## src/rtl/vend_pkg.sv

```systemverilog
// -----------------------------------------------------------------------------
// vend_pkg
// Definitions shared by the coin input encoder and the vending-machine FSM.
//   CODE_*        2-bit coin codes carried on coin_code / the FSM's ip input
//   enc_state_t   encoder arbitration FSM state
//   coin_priority maps simultaneous press events to a single code
// -----------------------------------------------------------------------------
package vend_pkg;

   localparam logic [1:0] CODE_IDLE   = 2'b00;
   localparam logic [1:0] CODE_NICKEL = 2'b01;
   localparam logic [1:0] CODE_DIME   = 2'b10;
   localparam logic [1:0] CODE_CLEAR  = 2'b11;

   typedef enum logic [1:0] {
      ST_IDLE = 2'b00,   // waiting for a press event
      ST_EMIT = 2'b01,   // coin_code carries the accepted code this cycle
      ST_HOLD = 2'b10    // waiting for every button to release
   } enc_state_t;

   // Clear outranks dime, dime outranks nickel; lower-priority events that
   // arrive on the same cycle are dropped, not deferred.
   function automatic logic [1:0] coin_priority(input logic nickel,
                                                input logic dime,
                                                input logic clear);
      logic [1:0] code;
      code = CODE_IDLE;
      if (clear)
         code = CODE_CLEAR;
      else if (dime)
         code = CODE_DIME;
      else if (nickel)
         code = CODE_NICKEL;
      return code;
   endfunction

endpackage

```

## src/rtl/btn_debounce.sv

```systemverilog
// -----------------------------------------------------------------------------
// btn_debounce
// Two-flop synchroniser followed by a counting debouncer for one push-button.
//
// Parameters
//   DEBOUNCE_CYCLES  consecutive differing samples needed to accept a change (>= 2)
//   CNT_W            counter width, must hold DEBOUNCE_CYCLES-1
// Ports
//   clk    in   system clock
//   rst    in   asynchronous, active-high reset
//   raw    in   button level, asynchronous to clk, already active-high
//   level  out  debounced level
//   rise   out  one-cycle pulse, one cycle after level goes 0 -> 1
// -----------------------------------------------------------------------------
module btn_debounce #(
   parameter int DEBOUNCE_CYCLES = 50000,
   parameter int CNT_W           = $clog2(DEBOUNCE_CYCLES)
) (
   input  logic clk,
   input  logic rst,
   input  logic raw,
   output logic level,
   output logic rise
);

   localparam logic [CNT_W-1:0] CNT_MAX = CNT_W'(DEBOUNCE_CYCLES - 1);

   logic [1:0]       sync_q;    // [0] metastability stage, [1] usable sample
   logic [CNT_W-1:0] cnt;
   logic             level_d;   // level delayed one cycle for edge detection

   // NOTE: every register here uses <= so each flop samples the pre-edge value
   // of its neighbours; blocking = would collapse the synchroniser chain.
   always_ff @(posedge clk or posedge rst) begin
      if (rst) begin
         sync_q  <= 2'b00;
         cnt     <= '0;
         level   <= 1'b0;
         level_d <= 1'b0;
         rise    <= 1'b0;
      end else begin
         sync_q  <= {sync_q[0], raw};
         level_d <= level;
         rise    <= level & ~level_d;

         if (sync_q[1] == level) begin
            // Agreement (including a bounce back) restarts the count.
            cnt <= '0;
         end else if (cnt == CNT_MAX) begin
            // This sample would be the DEBOUNCE_CYCLES-th differing one.
            level <= sync_q[1];
            cnt   <= '0;
         end else begin
            cnt <= cnt + CNT_W'(1);
         end
      end
   end

endmodule

```

## src/rtl/coin_input_encoder.sv

```systemverilog
// -----------------------------------------------------------------------------
// coin_input_encoder
// Turns the raw nickel / dime / clear push-buttons into single-cycle 2-bit
// coin codes for the vending FSM. Each button is synchronised and debounced,
// simultaneous presses are arbitrated clear > dime > nickel, and one code is
// emitted per accepted press. After a code, further presses are ignored until
// every button has released.
//
// Build option
//   COIN_ENC_ACTIVE_LOW_EN  defined: button pins are active-low and inverted
//                           before synchronisation; undefined: active-high.
// Parameters
//   DEBOUNCE_CYCLES  stable samples required to accept a level change (>= 2)
//   CNT_W            debounce counter width
// Ports
//   clk         in   system clock, rising edge
//   rst         in   asynchronous, active-high reset
//   btn_nickel  in   raw nickel button
//   btn_dime    in   raw dime button
//   btn_clear   in   raw clear / end-of-transaction button
//   coin_code   out  registered code: 00 idle, 01 nickel, 10 dime, 11 clear
//   busy        out  high while an accepted press waits for all releases
// -----------------------------------------------------------------------------
module coin_input_encoder
   import vend_pkg::*;
#(
   parameter int DEBOUNCE_CYCLES = 50000,
   parameter int CNT_W           = $clog2(DEBOUNCE_CYCLES)
) (
   input  logic       clk,
   input  logic       rst,
   input  logic       btn_nickel,
   input  logic       btn_dime,
   input  logic       btn_clear,
   output logic [1:0] coin_code,
   output logic       busy
);

   // ---------------------------------------------------------------------------
   // Pin polarity: everything downstream sees active-high levels.
   // ---------------------------------------------------------------------------
   logic raw_nickel;
   logic raw_dime;
   logic raw_clear;

`ifdef COIN_ENC_ACTIVE_LOW_EN
   // Inverting ahead of the synchroniser makes its reset value of 0 equal
   // to an unpressed pin reading 1.
   assign raw_nickel = ~btn_nickel;
   assign raw_dime   = ~btn_dime;
   assign raw_clear  = ~btn_clear;
`else
   assign raw_nickel = btn_nickel;
   assign raw_dime   = btn_dime;
   assign raw_clear  = btn_clear;
`endif

   // ---------------------------------------------------------------------------
   // Per-button synchroniser + debouncer
   // ---------------------------------------------------------------------------
   logic level_nickel, rise_nickel;
   logic level_dime,   rise_dime;
   logic level_clear,  rise_clear;

   btn_debounce #(
      .DEBOUNCE_CYCLES (DEBOUNCE_CYCLES),
      .CNT_W           (CNT_W)
   ) u_db_nickel (
      .clk   (clk),
      .rst   (rst),
      .raw   (raw_nickel),
      .level (level_nickel),
      .rise  (rise_nickel)
   );

   btn_debounce #(
      .DEBOUNCE_CYCLES (DEBOUNCE_CYCLES),
      .CNT_W           (CNT_W)
   ) u_db_dime (
      .clk   (clk),
      .rst   (rst),
      .raw   (raw_dime),
      .level (level_dime),
      .rise  (rise_dime)
   );

   btn_debounce #(
      .DEBOUNCE_CYCLES (DEBOUNCE_CYCLES),
      .CNT_W           (CNT_W)
   ) u_db_clear (
      .clk   (clk),
      .rst   (rst),
      .raw   (raw_clear),
      .level (level_clear),
      .rise  (rise_clear)
   );

   // ---------------------------------------------------------------------------
   // Priority arbiter
   // ---------------------------------------------------------------------------
   logic       press_any;
   logic       all_released;
   logic [1:0] press_code;

   assign press_any    = rise_nickel | rise_dime | rise_clear;
   assign all_released = ~(level_nickel | level_dime | level_clear);
   assign press_code   = coin_priority(rise_nickel, rise_dime, rise_clear);

   // ---------------------------------------------------------------------------
   // FSM: state register
   // ---------------------------------------------------------------------------
   enc_state_t state_q;
   enc_state_t state_d;

   always_ff @(posedge clk or posedge rst) begin
      if (rst)
         state_q <= ST_IDLE;
      else
         state_q <= state_d;
   end

   // ---------------------------------------------------------------------------
   // FSM: next-state logic
   // ---------------------------------------------------------------------------
   // NOTE: state_d is given a default before the case so that no path through
   // the block leaves it unassigned, which would infer a latch.
   always_comb begin
      state_d = state_q;
      case (state_q)
         ST_IDLE: if (press_any)    state_d = ST_EMIT;
         ST_EMIT:                   state_d = ST_HOLD;
         ST_HOLD: if (all_released) state_d = ST_IDLE;
         default:                   state_d = ST_IDLE;
      endcase
   end

   // ---------------------------------------------------------------------------
   // FSM: output logic
   // Outputs are decoded from the next state and registered, so coin_code is
   // glitch-free and valid for exactly the cycle the FSM spends in EMIT, and
   // busy tracks HOLD with no extra lag on release.
   // ---------------------------------------------------------------------------
   logic [1:0] coin_code_d;
   logic       busy_d;

   always_comb begin
      coin_code_d = CODE_IDLE;
      busy_d      = 1'b0;
      case (state_d)
         // EMIT is entered only from IDLE on a press, so press_code is the
         // arbitrated code of that press; the output register latches it.
         ST_EMIT: coin_code_d = press_code;
         ST_HOLD: busy_d      = 1'b1;
         default: ;
      endcase
   end

   always_ff @(posedge clk or posedge rst) begin
      if (rst) begin
         coin_code <= CODE_IDLE;
         busy      <= 1'b0;
      end else begin
         coin_code <= coin_code_d;
         busy      <= busy_d;
      end
   end

endmodule

```

## config.mk

```make
export PLATFORM = sky130hd
export DESIGN_NAME = coin_input_encoder
export DESIGN_NICKNAME = d
export VERILOG_FILES = /design/src/rtl/vend_pkg.sv /design/src/rtl/btn_debounce.sv /design/src/rtl/coin_input_encoder.sv
export SDC_FILE = /design/constraint.sdc
export NUM_CORES = 1
export LEC_CHECK = 0
export ABC_CLOCK_PERIOD_IN_PS = 3950
export BUFFER_PORTS_ARGS = -buffer_cell sky130_fd_sc_hd__buf_2
export CAP_MARGIN = 10
export CORE_MARGIN = 1
export CORE_UTILIZATION = 55
export CTS_CLUSTER_DIAMETER = 200
export CTS_CLUSTER_SIZE = 20
export DETAILED_ROUTE_END_ITERATION = 8
export PLACE_DENSITY = 0.72
export SLEW_MARGIN = 20
export SYNTH_ARGS = -nofsm -noshare
export SYNTH_HDL_FRONTEND = slang
export SYNTH_SLANG_ARGS = --single-unit
```

## constraint.sdc

```tcl
create_clock -name clk -period 3.95 [get_ports clk]
set_input_delay 0.5925 -clock clk [delete_from_list [all_inputs] [get_ports clk]]
set_output_delay 0.5925 -clock clk [all_outputs]
set_load 0.1 [all_outputs]
```

# ---- After elaboration in Yosys (flattened, before gate mapping)
# Cells that the tools add are included.
# W data, S select, Z words.
dict set report classes {
  reduce_logical 4
  eq_ne 10
  bitwise_logic 13
  mux 14
  addsub 3
}
# operator count
set ops {}
lappend ops {{$mux W16} 6}
lappend ops {{$add A16 B1 Y16 const B} 3}
lappend ops {{$eq A16 B16 Y1 const B} 3}
lappend ops {{$mux W2} 5}
lappend ops {{$not A1 Y1} 6}
lappend ops {{$pmux W2 S3} 1}
lappend ops {{$reduce_and A2 Y1} 3}
lappend ops {{$eq A2 B1 Y1 const B} 2}
lappend ops {{$eq A2 B2 Y1 const B} 2}
lappend ops {{$or A1 B1 Y1} 4}
lappend ops {{$and A1 B1 Y1} 3}
lappend ops {{$eq A1 B1 Y1} 3}
lappend ops {{$logic_not A2 Y1} 1}
lappend ops {{$mux W1} 2}
dict set report word_totals {
  inputBits 5
  register_bits 68
  output_inout_bits 3
  wordCells 62
}

# ---- Depth between registers and ports, before layout
dict set report logic_depth {
  word_depth 6
  mapped_depth 5
}

# ---- Cells and area by module
# From an unflattened synthesis, not the netlist that was laid out.
dict set report hier_totals {
  hier_cells 285
  hier_area_um2 3315.7
}
# module area_per_inst_um2 cells_per_inst n_inst
set modules_own_cells {}
lappend modules_own_cells {btn_debounce 1038.5 90 3}
lappend modules_own_cells {coin_input_encoder 200.2 15 1}

# ---- Worst setup path after synthesis
# OpenSTA, ideal clock, no wires.
dict set report synth_timing {
  path_kind {reg-to-reg}
  start {register u_db_dime.cnt[12]}
  end {register u_db_dime.cnt[10]}
  arrival_time_ps 1517
  setup_ps 119
  n_path_buf 1
  stages_incl_launch_ff 6
  path_slack_ps 2314
  path_cell_list {dfrtp_1 -> nor4_1 -> nand3_1 -> o41ai_4 -> buf_6 -> nor2_1}
}
dict set report synth_between {
  elab_chain_len 3
}
# element line
set synth_rtl {}
lappend synth_rtl {{from (decl)} btn_debounce.sv:29} ;# logic [CNT_W-1:0] cnt;
lappend synth_rtl {{from (signal assigned)} btn_debounce.sv:54} ;# cnt <= cnt + CNT_W'(1);
lappend synth_rtl {{$eq A16 B16 Y1} btn_debounce.sv:49} ;# end else if (cnt == CNT_MAX) begin
lappend synth_rtl {{$mux W16} btn_debounce.sv:49}
lappend synth_rtl {{$mux W16} btn_debounce.sv:46} ;# if (sync_q[1] == level) begin
# Every way passes these cells.
# A chain may end at the register's enable or synchronous reset.

# ---- Final worst setup path
dict set report layout_timing {
  start {register u_db_nickel.cnt[12]}
  end {register u_db_nickel.cnt[14]}
}
dict set report layout_between {
  elab_chain_len 3
}
# element line
set layout_rtl {}
lappend layout_rtl {{from (decl)} btn_debounce.sv:29}
lappend layout_rtl {{from (signal assigned)} btn_debounce.sv:54}
lappend layout_rtl {{$add A16 B1 Y16 or $eq A16 B16 Y1 (tied branches)} {btn_debounce.sv:54, btn_debounce.sv:49}}
lappend layout_rtl {{$mux W16 (*)} btn_debounce.sv:49}
lappend layout_rtl {{$mux W16 (*)} btn_debounce.sv:46}
# Every way passes the cells marked *; elsewhere a longest branch is shown, timed or not.

==> results_dict.tcl <==
set metrics [dict create \
    status "finished clean" \
    cts_buffer_depth 2 \
    clkTransAtPathRegs_ns 0.07 \
    antenna_found_initial 0 \
    slowest_delay_ns 0.85 \
    path_cells "nor4_1 -> nand3_1 -> o41ai_4 -> nor2_1" \
    required_ns 4.13 \
    drt-total-wl_um 4770 \
    rsz0062_at_grt "false" \
    syn_nets 290 \
    dpl-instance-area_um2 3110 \
    met1_usage 0.244 \
    worst_skew_pair.late_latency_ns 0.35 \
    cts_buffers 9 \
    end_kind "flip-flop" \
    grt_overflow 0 \
    cts_setup_buffers 0 \
    rr_worst_depth 4 \
    hold-worst-slack_ns 0.216 \
    io_pins 8 \
    initial_core_util 0.580 \
    cp-start-kind "flip-flop" \
    cts_num_sinks 68 \
    yosysSeqAreaShare 0.564 \
    regToRegSetupSlack_ns 1.92 \
    layout.nets 306 \
    skew_ns 0.00988 \
    min_period_ns 2.03 \
    avgSynthCellArea_um2 10.7 \
    core_region_area_um2 5200 \
    postRouteAntennaNets 0 \
    rows 26 \
    fin_tns_setup_ns 0 \
    slew_violations 0 \
    ys_ff_latch 68 \
    rr_startpoint "u_db_nickel.cnt[12]$_DFF_PP0_" \
    hold_buffers 0 \
    fill_cells 433 \
    crit_fanout 16 \
    area_growth_pct 8.83 \
    crit_type "flip-flop to flip-flop" \
    dp.final_hpwl_um 3240 \
    crit_slowest_cell "o41ai_4" \
    slew_headroom 0.415 \
    tritoncts "yes" \
    rr_endpoint "u_db_nickel.cnt[14]$_DFF_PP0_" \
    grt_max_degree 52 \
    drt-pass1-iter-count 4 \
    netlist_area_um2 3020 \
    die_h_um 76.1 \
    grt.met2_usage 0.295 \
    p_leak_nw 1.39 \
    grt_busiest_layer "met2" \
    die_area_um2 5790 \
    hold_viol 0 \
    crit_arrival_ns 2.21 \
    cts-htree-levels 3 \
    vias 1951 \
    routabilityCongestion 0.809 \
    final_design_area_no_fill_um2 3280 \
    drt_iter0_drc 73 \
    ys_top_cells_by_area "dfrtp_1 56%, xnor2_1 10%, nor2_1 7.6%" \
    drv_cap 0 \
    cts-root-buf "clkbuf_8" \
    max_clock_freq_mhz 493 \
    synth_area_leader_cell "dfrtp_1" \
    yosysTopAreaCellShare 0.564 \
    peakVddDrop_uv 234 \
    synth.distinct_cells 23 \
    synth_cells 282 \
    ctsResizeCount 0 \
    drive_above_1_share 0.0990 \
    grt_usage 0.194 \
    die_w_um 76.1 \
    via_per_inst 5.23 \
    numPortBuffers 7 \
    setup_violations 0 \
    hp-class "primary input to asynchronous set/reset pin" \
    grt_pass1_vias 1967 \
    finalCritPeriodShare 0.514 \
    yosys_warnings 0 \
    worst_pin_slew_ns 0.875 \
    drc 0 \
    num_antenna_cells 0 \
    wl_per_cell_um 12.8 \
    grt_use_met3 0.0898 \
    grt_pass1_wl_um 8690 \
    p_per_area_nw_per_um2 379 \
]
-- kinds of logic (layout without fill, tap and decap cells) --
logic type	after synthesis	in the layout	share of synthesized area
adders and majority gates	3	3	0.0124
buffers and inverters	19	40	0.0311
and+or+nand+nor	136	136	0.213
xor gates and xnor gates	45	45	0.131
DFF	68	68	0.564
muxes	3	3	0.0112
AOI/OAI and AO/OA	8	8	0.0377
-- Yosys cell counts (all sizes together) --
master,number
nand3b,1
nor2b,3
o41ai,3
nor2,61
xor2,9
a21oi,1
and4,1
a211oi,1
mux2,3
and2,1
dfrtp,68
nand4,11
inv,16
buf,3
nor3,11
nor4,18
xnor2,36
o311ai,1
o21ai,2
nand3,17
nand2,12
ha,3
-- area by class of cell --
| cell class | count | area (µm²) | share of cell area |
|---|---|---|---|
| Clock buffer | 12 | 145 | 0.0442 |
| Clock inverter | 4 | 25.0 | 0.00762 |
| Inverter | 16 | 60.1 | 0.0183 |
| Multi-Input combinational cell | 195 | 1220 | 0.372 |
| Sequential cell | 68 | 1700 | 0.518 |
| Tap cell | 70 | 87.6 | 0.0267 |
| Timing Repair Buffer | 8 | 42.5 | 0.0130 |
-- placed cells by master, fill, tap and decap left out, drive strengths merged, types with 8 or more instances in the layout --
master / netlist / routed
nand2: 12 / 12
buf: 3 / 8
nand4: 11 / 11
xor2: 9 / 9
nor4: 18 / 18
dfrtp: 68 / 68
xnor2: 36 / 36
clkbuf: 0 / 12
nand3: 17 / 17
nor3: 11 / 11
inv: 16 / 16
nor2: 61 / 61
-- worst max-delay path: cells and delay by family (launching register included) --
kind             cells  cell delay, ns
AO/OA/AOI/OAI        1            0.85
AND/OR/NAND/NOR      3            0.60
flip-flops           1            0.43
-- per-layer routing --
layer	up-vias	wire length [µm]
met3	10	199
met1	933	2270
met2	27	2230
met5	-	0
met4	0	70
li1	981	-
-- registers in the layout (all words and copies together), names as in the netlist --
register and count:
u_db_clear.cnt 16, u_db_dime.cnt 16, u_db_nickel.cnt 16, coin_code 2, state_q 2, u_db_clear.sync_q 2
u_db_dime.sync_q 2, u_db_nickel.sync_q 2, busy 1, u_db_clear.level 1, u_db_clear.level_d 1, u_db_clear.rise 1
u_db_dime.level 1, u_db_dime.level_d 1, u_db_dime.rise 1, u_db_nickel.level 1, u_db_nickel.level_d 1, u_db_nickel.rise 1
-- per-stage QoR --
| stage | total power [mW] | setup WS, ns | instances | utilization |
|---|---|---|---|---|
| after detailed placement | 0.771 | 1.91 | 357 | 0.598 |
| after global routing | 1.30 | 1.75 | 373 | 0.631 |
| final | 1.24 | 1.92 | 373 | 0.631 |
| after floorplan | 0.762 | 1.65 | 282 | - |
| after global placement | 0.770 | 2.00 | 357 | 0.598 |
| after CTS | 1.27 | 1.90 | 373 | 0.631 |
-- worst max path at each step --
| stage | start | end | cells after the start |
|---|---|---|---|
| after floorplan | rst | busy$_DFF_PP0_ | 1 |
| after global placement | u_db_dime.cnt[12]$_DFF_PP0_ | u_db_dime.cnt[6]$_DFF_PP0_ | 4 |
| after detailed placement | u_db_nickel.cnt[12]$_DFF_PP0_ | u_db_nickel.cnt[14]$_DFF_PP0_ | 4 |
| after CTS | u_db_nickel.cnt[12]$_DFF_PP0_ | u_db_nickel.cnt[14]$_DFF_PP0_ | 4 |
| after global routing | u_db_dime.cnt[12]$_DFF_PP0_ | u_db_dime.cnt[9]$_DFF_PP0_ | 4 |
| final | u_db_nickel.cnt[12]$_DFF_PP0_ | u_db_nickel.cnt[14]$_DFF_PP0_ | 4 |
-- report_power, final --
part | switching [mW] | total (mW) | internal, mW
Sequential | 0.00917 | 0.716 | 0.707
Combinational | 0.0278 | 0.0401 | 0.0123
Clock | 0.245 | 0.487 | 0.243
Total | 0.282 | 1.24 | 0.962
No activity file was read; power rests on OpenSTA's default activity.
